**src/rtl/data_mem_responder_pkg.sv**
```systemverilog
// Shared types and constants for the data-memory responder and the core's control unit.
package data_mem_responder_pkg;

  localparam int unsigned XLEN   = 32;
  localparam int unsigned F3_LEN = 3;
  localparam int unsigned CNT_W  = 4;

  localparam logic [F3_LEN-1:0] F3_B  = 3'b000;
  localparam logic [F3_LEN-1:0] F3_H  = 3'b001;
  localparam logic [F3_LEN-1:0] F3_W  = 3'b010;
  localparam logic [F3_LEN-1:0] F3_BU = 3'b100;
  localparam logic [F3_LEN-1:0] F3_HU = 3'b101;

  localparam logic [6:0] OPC_LOAD  = 7'b0000011;
  localparam logic [6:0] OPC_STORE = 7'b0100011;

  typedef enum logic [1:0] {
    S_IDLE   = 2'd0,
    S_ACCESS = 2'd1,
    S_WAIT   = 2'd2,
    S_RESP   = 2'd3
  } state_e;

  // Request context still needed after accept (address and data live in the SRAM port registers).
  typedef struct packed {
    logic              we;
    logic [F3_LEN-1:0] funct3;
    logic [1:0]        off;
  } req_ctx_t;

  function automatic logic is_mem_opcode(input logic [6:0] opcode);
    return (opcode == OPC_LOAD) || (opcode == OPC_STORE);
  endfunction

  // Illegal width/sign code for the direction, or an address not aligned to the access size.
  function automatic logic access_err(input logic we, input logic [F3_LEN-1:0] funct3,
                                      input logic [1:0] off);
    logic legal;
    logic misaligned;
    legal      = 1'b0;
    misaligned = 1'b0;
    case (funct3)
      F3_B:  legal = 1'b1;
      F3_H:  begin legal = 1'b1; misaligned = off[0]; end
      F3_W:  begin legal = 1'b1; misaligned = |off; end
      F3_BU: legal = ~we;
      F3_HU: begin legal = ~we; misaligned = off[0]; end
      default: legal = 1'b0;
    endcase
    return ~legal | misaligned;
  endfunction

endpackage

```
**src/rtl/data_mem_responder_mem_lane_align.sv**
```systemverilog
// Byte-lane steering: store byte enables and replication, load shift and extension.
module mem_lane_align
  import data_mem_responder_pkg::*;
(
  input  logic [F3_LEN-1:0] funct3,
  input  logic [1:0]        off,
  input  logic [XLEN-1:0]   wdata,
  input  logic [XLEN-1:0]   rdata,
  output logic [3:0]        be,
  output logic [XLEN-1:0]   wdata_rep,
  output logic [XLEN-1:0]   rdata_ext
);

  logic [15:0] lane;

  always_comb begin
    be        = 4'b0000;
    wdata_rep = wdata;
    case (funct3)
      F3_B: begin
        be        = 4'(4'b0001 << off);
        wdata_rep = {4{wdata[7:0]}};
      end
      F3_H: begin
        be        = 4'(4'b0011 << {off[1], 1'b0});
        wdata_rep = {2{wdata[15:0]}};
      end
      F3_W: be = 4'b1111;
      default: be = 4'b0000;
    endcase
  end

  // Only the low half-word of the shifted word is ever needed for sub-word loads.
  assign lane = 16'(rdata >> {off, 3'b000});

  always_comb begin
    rdata_ext = '0;
    case (funct3)
      F3_B:  rdata_ext = {{24{lane[7]}}, lane[7:0]};
      F3_BU: rdata_ext = {24'd0, lane[7:0]};
      F3_H:  rdata_ext = {{16{lane[15]}}, lane[15:0]};
      F3_HU: rdata_ext = {16'd0, lane[15:0]};
      F3_W:  rdata_ext = rdata;
      default: rdata_ext = '0;
    endcase
  end

endmodule

```
**src/rtl/data_mem_responder.sv**
```systemverilog
// Load/store responder: one request at a time onto a word-wide synchronous SRAM port,
// returning extended load data or a store completion with an error flag.
module data_mem_responder
  import data_mem_responder_pkg::*;
#(
  parameter int unsigned ADDR_W      = 10,
  parameter int unsigned READ_LAT    = 1,
  parameter int unsigned CHECK_RANGE = 1
) (
  input  logic              clk,
  input  logic              rst_n,
  input  logic              req_valid,
  output logic              req_ready,
  input  logic              req_we,
  input  logic [2:0]        req_funct3,
  input  logic [31:0]       req_addr,
  input  logic [31:0]       req_wdata,
  output logic              rsp_valid,
  output logic [31:0]       rsp_rdata,
  output logic              rsp_err,
  output logic              stall,
  output logic              mem_en,
  output logic [3:0]        mem_be,
  output logic [ADDR_W-1:0] mem_addr,
  output logic [31:0]       mem_wdata,
  input  logic [31:0]       mem_rdata
);

  state_e            state, state_next;
  req_ctx_t          ctx, ctx_d;
  logic [CNT_W-1:0]  cnt, cnt_d;

  logic              req_ready_d;
  logic              rsp_valid_d;
  logic [31:0]       rsp_rdata_d;
  logic              rsp_err_d;
  logic              mem_en_d;
  logic [3:0]        mem_be_d;
  logic [ADDR_W-1:0] mem_addr_d;
  logic [31:0]       mem_wdata_d;

  logic              out_of_range;
  logic              req_err;
  logic [2:0]        align_funct3;
  logic [1:0]        align_off;
  logic [3:0]        align_be;
  logic [31:0]       align_wdata;
  logic [31:0]       align_rdata;

  if (CHECK_RANGE != 0 && ADDR_W < 30) begin : g_range
    assign out_of_range = |req_addr[31:ADDR_W+2];
  end else begin : g_no_range
    assign out_of_range = 1'b0;
  end

  assign req_err = access_err(req_we, req_funct3, req_addr[1:0]) | out_of_range;
  assign stall   = req_valid & ~rsp_valid;

  // Steer the live request while idle, the captured context while the load is in flight.
  assign align_funct3 = (state == S_IDLE) ? req_funct3    : ctx.funct3;
  assign align_off    = (state == S_IDLE) ? req_addr[1:0] : ctx.off;

  mem_lane_align u_align (
    .funct3    (align_funct3),
    .off       (align_off),
    .wdata     (req_wdata),
    .rdata     (mem_rdata),
    .be        (align_be),
    .wdata_rep (align_wdata),
    .rdata_ext (align_rdata)
  );

  always_ff @(posedge clk or negedge rst_n) begin
    if (!rst_n) state <= S_IDLE;
    else        state <= state_next;
  end

  always_comb begin
    state_next = state;
    case (state)
      S_IDLE:   if (req_valid) state_next = req_err ? S_RESP : S_ACCESS;
      S_ACCESS: state_next = ctx.we ? S_RESP : S_WAIT;
      S_WAIT:   if (cnt == CNT_W'(1)) state_next = S_RESP;
      S_RESP:   state_next = S_IDLE;
      default:  state_next = S_IDLE;
    endcase
  end

  // Next values of every registered output, context and wait counter.
  always_comb begin
    req_ready_d = (state_next == S_IDLE);
    rsp_valid_d = (state_next == S_RESP);
    mem_en_d    = (state_next == S_ACCESS);
    rsp_err_d   = 1'b0;
    mem_be_d    = 4'b0000;
    rsp_rdata_d = rsp_rdata;
    mem_addr_d  = mem_addr;
    mem_wdata_d = mem_wdata;
    ctx_d       = ctx;
    cnt_d       = cnt;
    case (state)
      S_IDLE: begin
        if (req_valid) begin
          ctx_d = '{we: req_we, funct3: req_funct3, off: req_addr[1:0]};
          if (req_err) begin
            rsp_err_d   = 1'b1;
            rsp_rdata_d = '0;
          end else begin
            mem_addr_d = req_addr[ADDR_W+1:2];
            if (req_we) begin
              mem_be_d    = align_be;
              mem_wdata_d = align_wdata;
            end
          end
        end
      end
      S_ACCESS: begin
        cnt_d = CNT_W'(READ_LAT);
        if (ctx.we) rsp_rdata_d = '0;
      end
      S_WAIT: begin
        cnt_d = cnt - CNT_W'(1);
        if (cnt == CNT_W'(1)) rsp_rdata_d = align_rdata;
      end
      default: ;
    endcase
  end

  always_ff @(posedge clk or negedge rst_n) begin
    if (!rst_n) begin
      req_ready <= 1'b1;
      rsp_valid <= 1'b0;
      rsp_rdata <= '0;
      rsp_err   <= 1'b0;
      mem_en    <= 1'b0;
      mem_be    <= 4'b0000;
      mem_addr  <= '0;
      mem_wdata <= '0;
      ctx       <= '0;
      cnt       <= '0;
    end else begin
      req_ready <= req_ready_d;
      rsp_valid <= rsp_valid_d;
      rsp_rdata <= rsp_rdata_d;
      rsp_err   <= rsp_err_d;
      mem_en    <= mem_en_d;
      mem_be    <= mem_be_d;
      mem_addr  <= mem_addr_d;
      mem_wdata <= mem_wdata_d;
      ctx       <= ctx_d;
      cnt       <= cnt_d;
    end
  end

endmodule

```
**config.mk**
```make
export PLATFORM = sky130hd
export DESIGN_NAME = data_mem_responder
export DESIGN_NICKNAME = d
export VERILOG_FILES = /design/src/rtl/data_mem_responder_pkg.sv /design/src/rtl/data_mem_responder_mem_lane_align.sv /design/src/rtl/data_mem_responder.sv
export SDC_FILE = /design/constraint.sdc
export NUM_CORES = 1
export LEC_CHECK = 0
export CAP_MARGIN = 20
export CORE_MARGIN = 2
export CORE_UTILIZATION = 40
export CTS_CLUSTER_DIAMETER = 100
export CTS_CLUSTER_SIZE = 28
export DETAILED_ROUTE_END_ITERATION = 10
export PLACE_DENSITY_LB_ADDON = 0.05
export SYNTH_ARGS = -nofsm -noshare
export SYNTH_HDL_FRONTEND = slang
export SYNTH_SLANG_ARGS = --single-unit
```
**constraint.sdc**
```tcl
create_clock -name clk -period 2.3 [get_ports clk]
set_clock_uncertainty 0.05 [all_clocks]
set_input_delay 0.46 -clock clk [delete_from_list [all_inputs] [get_ports clk]]
set_output_delay 0.46 -clock clk [all_outputs]
set_load 0.02 [all_outputs]
```
==> flow_metrics.py <==
metrics = {
    "logic_synthesis": {
        "synth_most_common_cell": "dfrtp_1",
        "synth_fp_nets": 533,
        "syn_inst": 424,
        "synth_top_cells_by_count": "93 x dfrtp_1, 36 x o2bb2ai_1, 33 x nor2_1",
        "synth_largest_area_cell": "dfrtp_1",
        "synth_cell_types": 54,
        "syn_area_per_cell_um2": 11.5,
        "seq_area_frac_synth_pct": 48.1,
        "syn_area_um2": 4890,
        "ys.flop_type": "dfrtp_1",
        "yosysWarnings": 0,
        "synth_edf_count": 0,
        "ys_top_cells_by_area": "dfrtp_1 48%, mux2_2 6.9%, o2bb2ai_1 6.4%",
        "async_flop_share_pct": 100,
        "yosys.area.top_type_share_pct": 47.6,
        "ys_seq_elements": 94,
    },
    "floorplanning": {
        "rows": 40,
        "num_io_pins": 186,
        "start_util_pct": 40.9,
        "die_h_um": 115,
        "coreArea_um2": 12000,
        "die_area_um2": 13100,
        "die_x_um": 115,
    },
    "global_route": {
        "antenna_found_initial": 0,
        "grt_pass1_vias": 4616,
        "grt_overflow_total": 0,
        "grt_max_degree": 53,
        "track_usage_pct": 22.4,
        "grt_pass1_wl_um": 23000,
    },
    "clocking": {
        "cts_root_buffer": "clkbuf_16",
        "cts_made_buffers": 9,
        "clock_path_buffers": 2,
        "clkTransAtPathRegs_ns": 0.07,
        "cts.sink_count": 94,
        "clock_latency_ns": 0.34,
        "htree_levels": 3,
        "cts_tree": "yes",
    },
    "sta": {
        "fin_crit_sh_pct": 98.8,
        "rsz0062_at_grt": "yes",
        "tns_ns": 0,
        "report.final.slew_viol_count": 0,
        "worst_slack_ns": 0.0279,
        "maxClockFrequency_mhz": 440,
        "setup_viol": 0,
        "hold_viol_final": 0,
        "fin_crit_ns": 2.27,
        "worst_pin_slew_ns": 0.802,
        "relSlewSlack_pct": 46.2,
    },
    "power_and_ir_drop": {
        "p_int_mw": 5.62,
        "vdd.ir_drop.worst_v": 0.000574,
        "p_leak_nw": 3.39,
        "power.share.clock_pct": 16.3,
        "pwr-share-comb_pct": 59.1,
        "p_sw_share_pct": 38.6,
        "power_frac_seq_pct": 24.6,
        "powerDensity_nw_per_um2": 1150,
        "switchingPower_mw": 3.54,
    },
    "worst_setup_path": {
        "startpoint_type": "flop",
        "crit_type": "flop to flop",
        "cpPeakStageDelay_ns": 0.50,
        "critPathSlowestCell": "mux4_2",
        "worstPathCellList": "inv_2 > ha_4 > mux2i_4 > buf_12 > mux4_2 > a32o_1 > mux2_2",
        "critPathArrivalTime_ns": 2.45,
        "worstPathMaxFanout": 9,
        "end_kind": "flop",
        "required_ns": 2.48,
    },
    "layout": {
        "drive_gt1_share_pct": 24.4,
        "area_delta_synth_final_pct": 62.5,
        "fin_nets": 781,
        "final_util_pct": 66.4,
        "num_antenna_cells": 0,
    },
    "routing": {
        "drt_iter0_drc": 298,
        "vias": 4518,
        "via_per_inst": 5.48,
        "post_drt_wl_per_cell_um": 18.0,
        "final_antenna_net_count": 0,
        "drc": 0,
        "routed_wl_um": 14900,
        "dr.pass1.iters": 4,
    },
    "place": {
        "io_buffers": 185,
        "dpl.hpwl_um": 11000,
        "routabilityCongestion": 0.836,
        "dp_slack_ns": -0.312,
    },
    "run_status": {
        "status": "finished, final reports clean",
    },
    "run": {
        "cap_violations": 0,
    },
    "min_path": {
        "hold_class": "primary input to asynchronous set/reset pin",
    },
}
critical path: cells and delay by family, from the launching register on:
| kind | cells | cell delay [ns] |
|---|---|---|
| buf+inv | 2 | 0.25 |
| flops | 1 | 0.39 |
| compound gates | 1 | 0.21 |
| fa+ha+maj | 1 | 0.21 |
| mux | 3 | 1.04 |
routing by layer:
layer	GRT usage (%)	vias to the layer above	routed length, µm
li1	-	2121	-
met1	28.1	2202	6100
met2	36.8	172	7400
met3	6.35	23	1120
met4	8.78	0	247
met5	0	-	0
stage by stage:
step / cells / instance area [µm²] / power [mW] / hold WS [ns]
after global routing: 824 / 7950 / 9.70 / 0.443
final: 824 / 7950 / 9.15 / 0.429
after floorplan: 424 / 4900 / 5.11 / 0.114
after CTS: 815 / 7730 / 8.87 / 0.419
after global placement: 797 / 7390 / 7.17 / 0.243
after detailed placement: 797 / 7390 / 7.27 / 0.244
placed cells by master (no fill, tap or decap), types with 10 or more instances in the layout:
| cell type | instances |
|---|---|
| a21oi_1 | 19 |
| nor2_1 | 32 |
| nand2_1 | 17 |
| clkbuf_16 | 10 |
| o2bb2ai_1 | 36 |
| a211oi_1 | 11 |
| mux2_2 | 28 |
| mux2i_1 | 28 |
| clkdlybuf4s50_1 | 184 |
| buf_4 | 64 |
| a22oi_1 | 10 |
| dfrtp_1 | 93 |
area by class of cell:
class / count / area (µm²)
clock inverters: 6 / 71.3
clock buffers: 10 / 229
inverters: 9 / 33.8
multi-input cells: 291 / 2450
well taps: 147 / 184
flip-flops and latches: 94 / 2350
repair buffers: 267 / 2630
fillers: 981 / 4020
sequential cells by signal, indices dropped and copies added, names as in the netlist:
register,count
rsp_valid,1
mem_addr,10
ctx,6
rsp_rdata,32
rsp_err,1
cnt,4
mem_wdata,32
mem_be,4
mem_en,1
req_ready,1
state,2
power by group through the flow:
stage          logic (mW)  clock network (mW)  registers [mW]
2_1_floorplan        2.56                   0            2.55
3_3_place_gp         4.91                   0            2.26
3_5_place_dp         5.00                   0            2.27
4_1_cts              5.08                1.54            2.25
5_1_grt              5.80                1.61            2.30
6_report             5.41                1.49            2.25
cell families after synthesis:
family	count (synthesis)	share of synthesized area, %
AO/OA/AOI/OAI	135	21.3
adder cells (fa/ha/maj)	6	1.53
buffers and inverters	39	4.12
flip-flops	94	48.1
multiplexers	65	15.9
AND/OR/NAND/NOR	85	9.11
worst paths after layout:
kind                                              to                 startpoint  depth (start not counted)  slack (ns)
max                         rsp_rdata[4]$_DFFE_PN0P_         state[0]$_DFF_PN0_                          7        0.03
min                        rsp_rdata[27]$_DFFE_PN0P_                      rst_n                          2        0.43
max reg2reg                 rsp_rdata[4]$_DFFE_PN0P_         state[0]$_DFF_PN0_                          7        0.03
min reg2reg                rsp_rdata[28]$_DFFE_PN0P_  rsp_rdata[28]$_DFFE_PN0P_                          1        0.44
max in group asynchronous   rsp_rdata[9]$_DFFE_PN0P_                      rst_n                          3        1.10
min in group clk           rsp_rdata[28]$_DFFE_PN0P_  rsp_rdata[28]$_DFFE_PN0P_                          1        0.44
what timing repair did:
item / CTS / global route
setup endpoints to repair: 30 / 63
hold buffers: 1 / 0
gates resized for setup: 3 / 28
cloned: 0 / 1
buffers inserted: 1 / 8
endpoints found under the hold margin: 7 / 0
pin swaps: 0 / 8
Note: power is estimated with default switching activity, not from simulation.
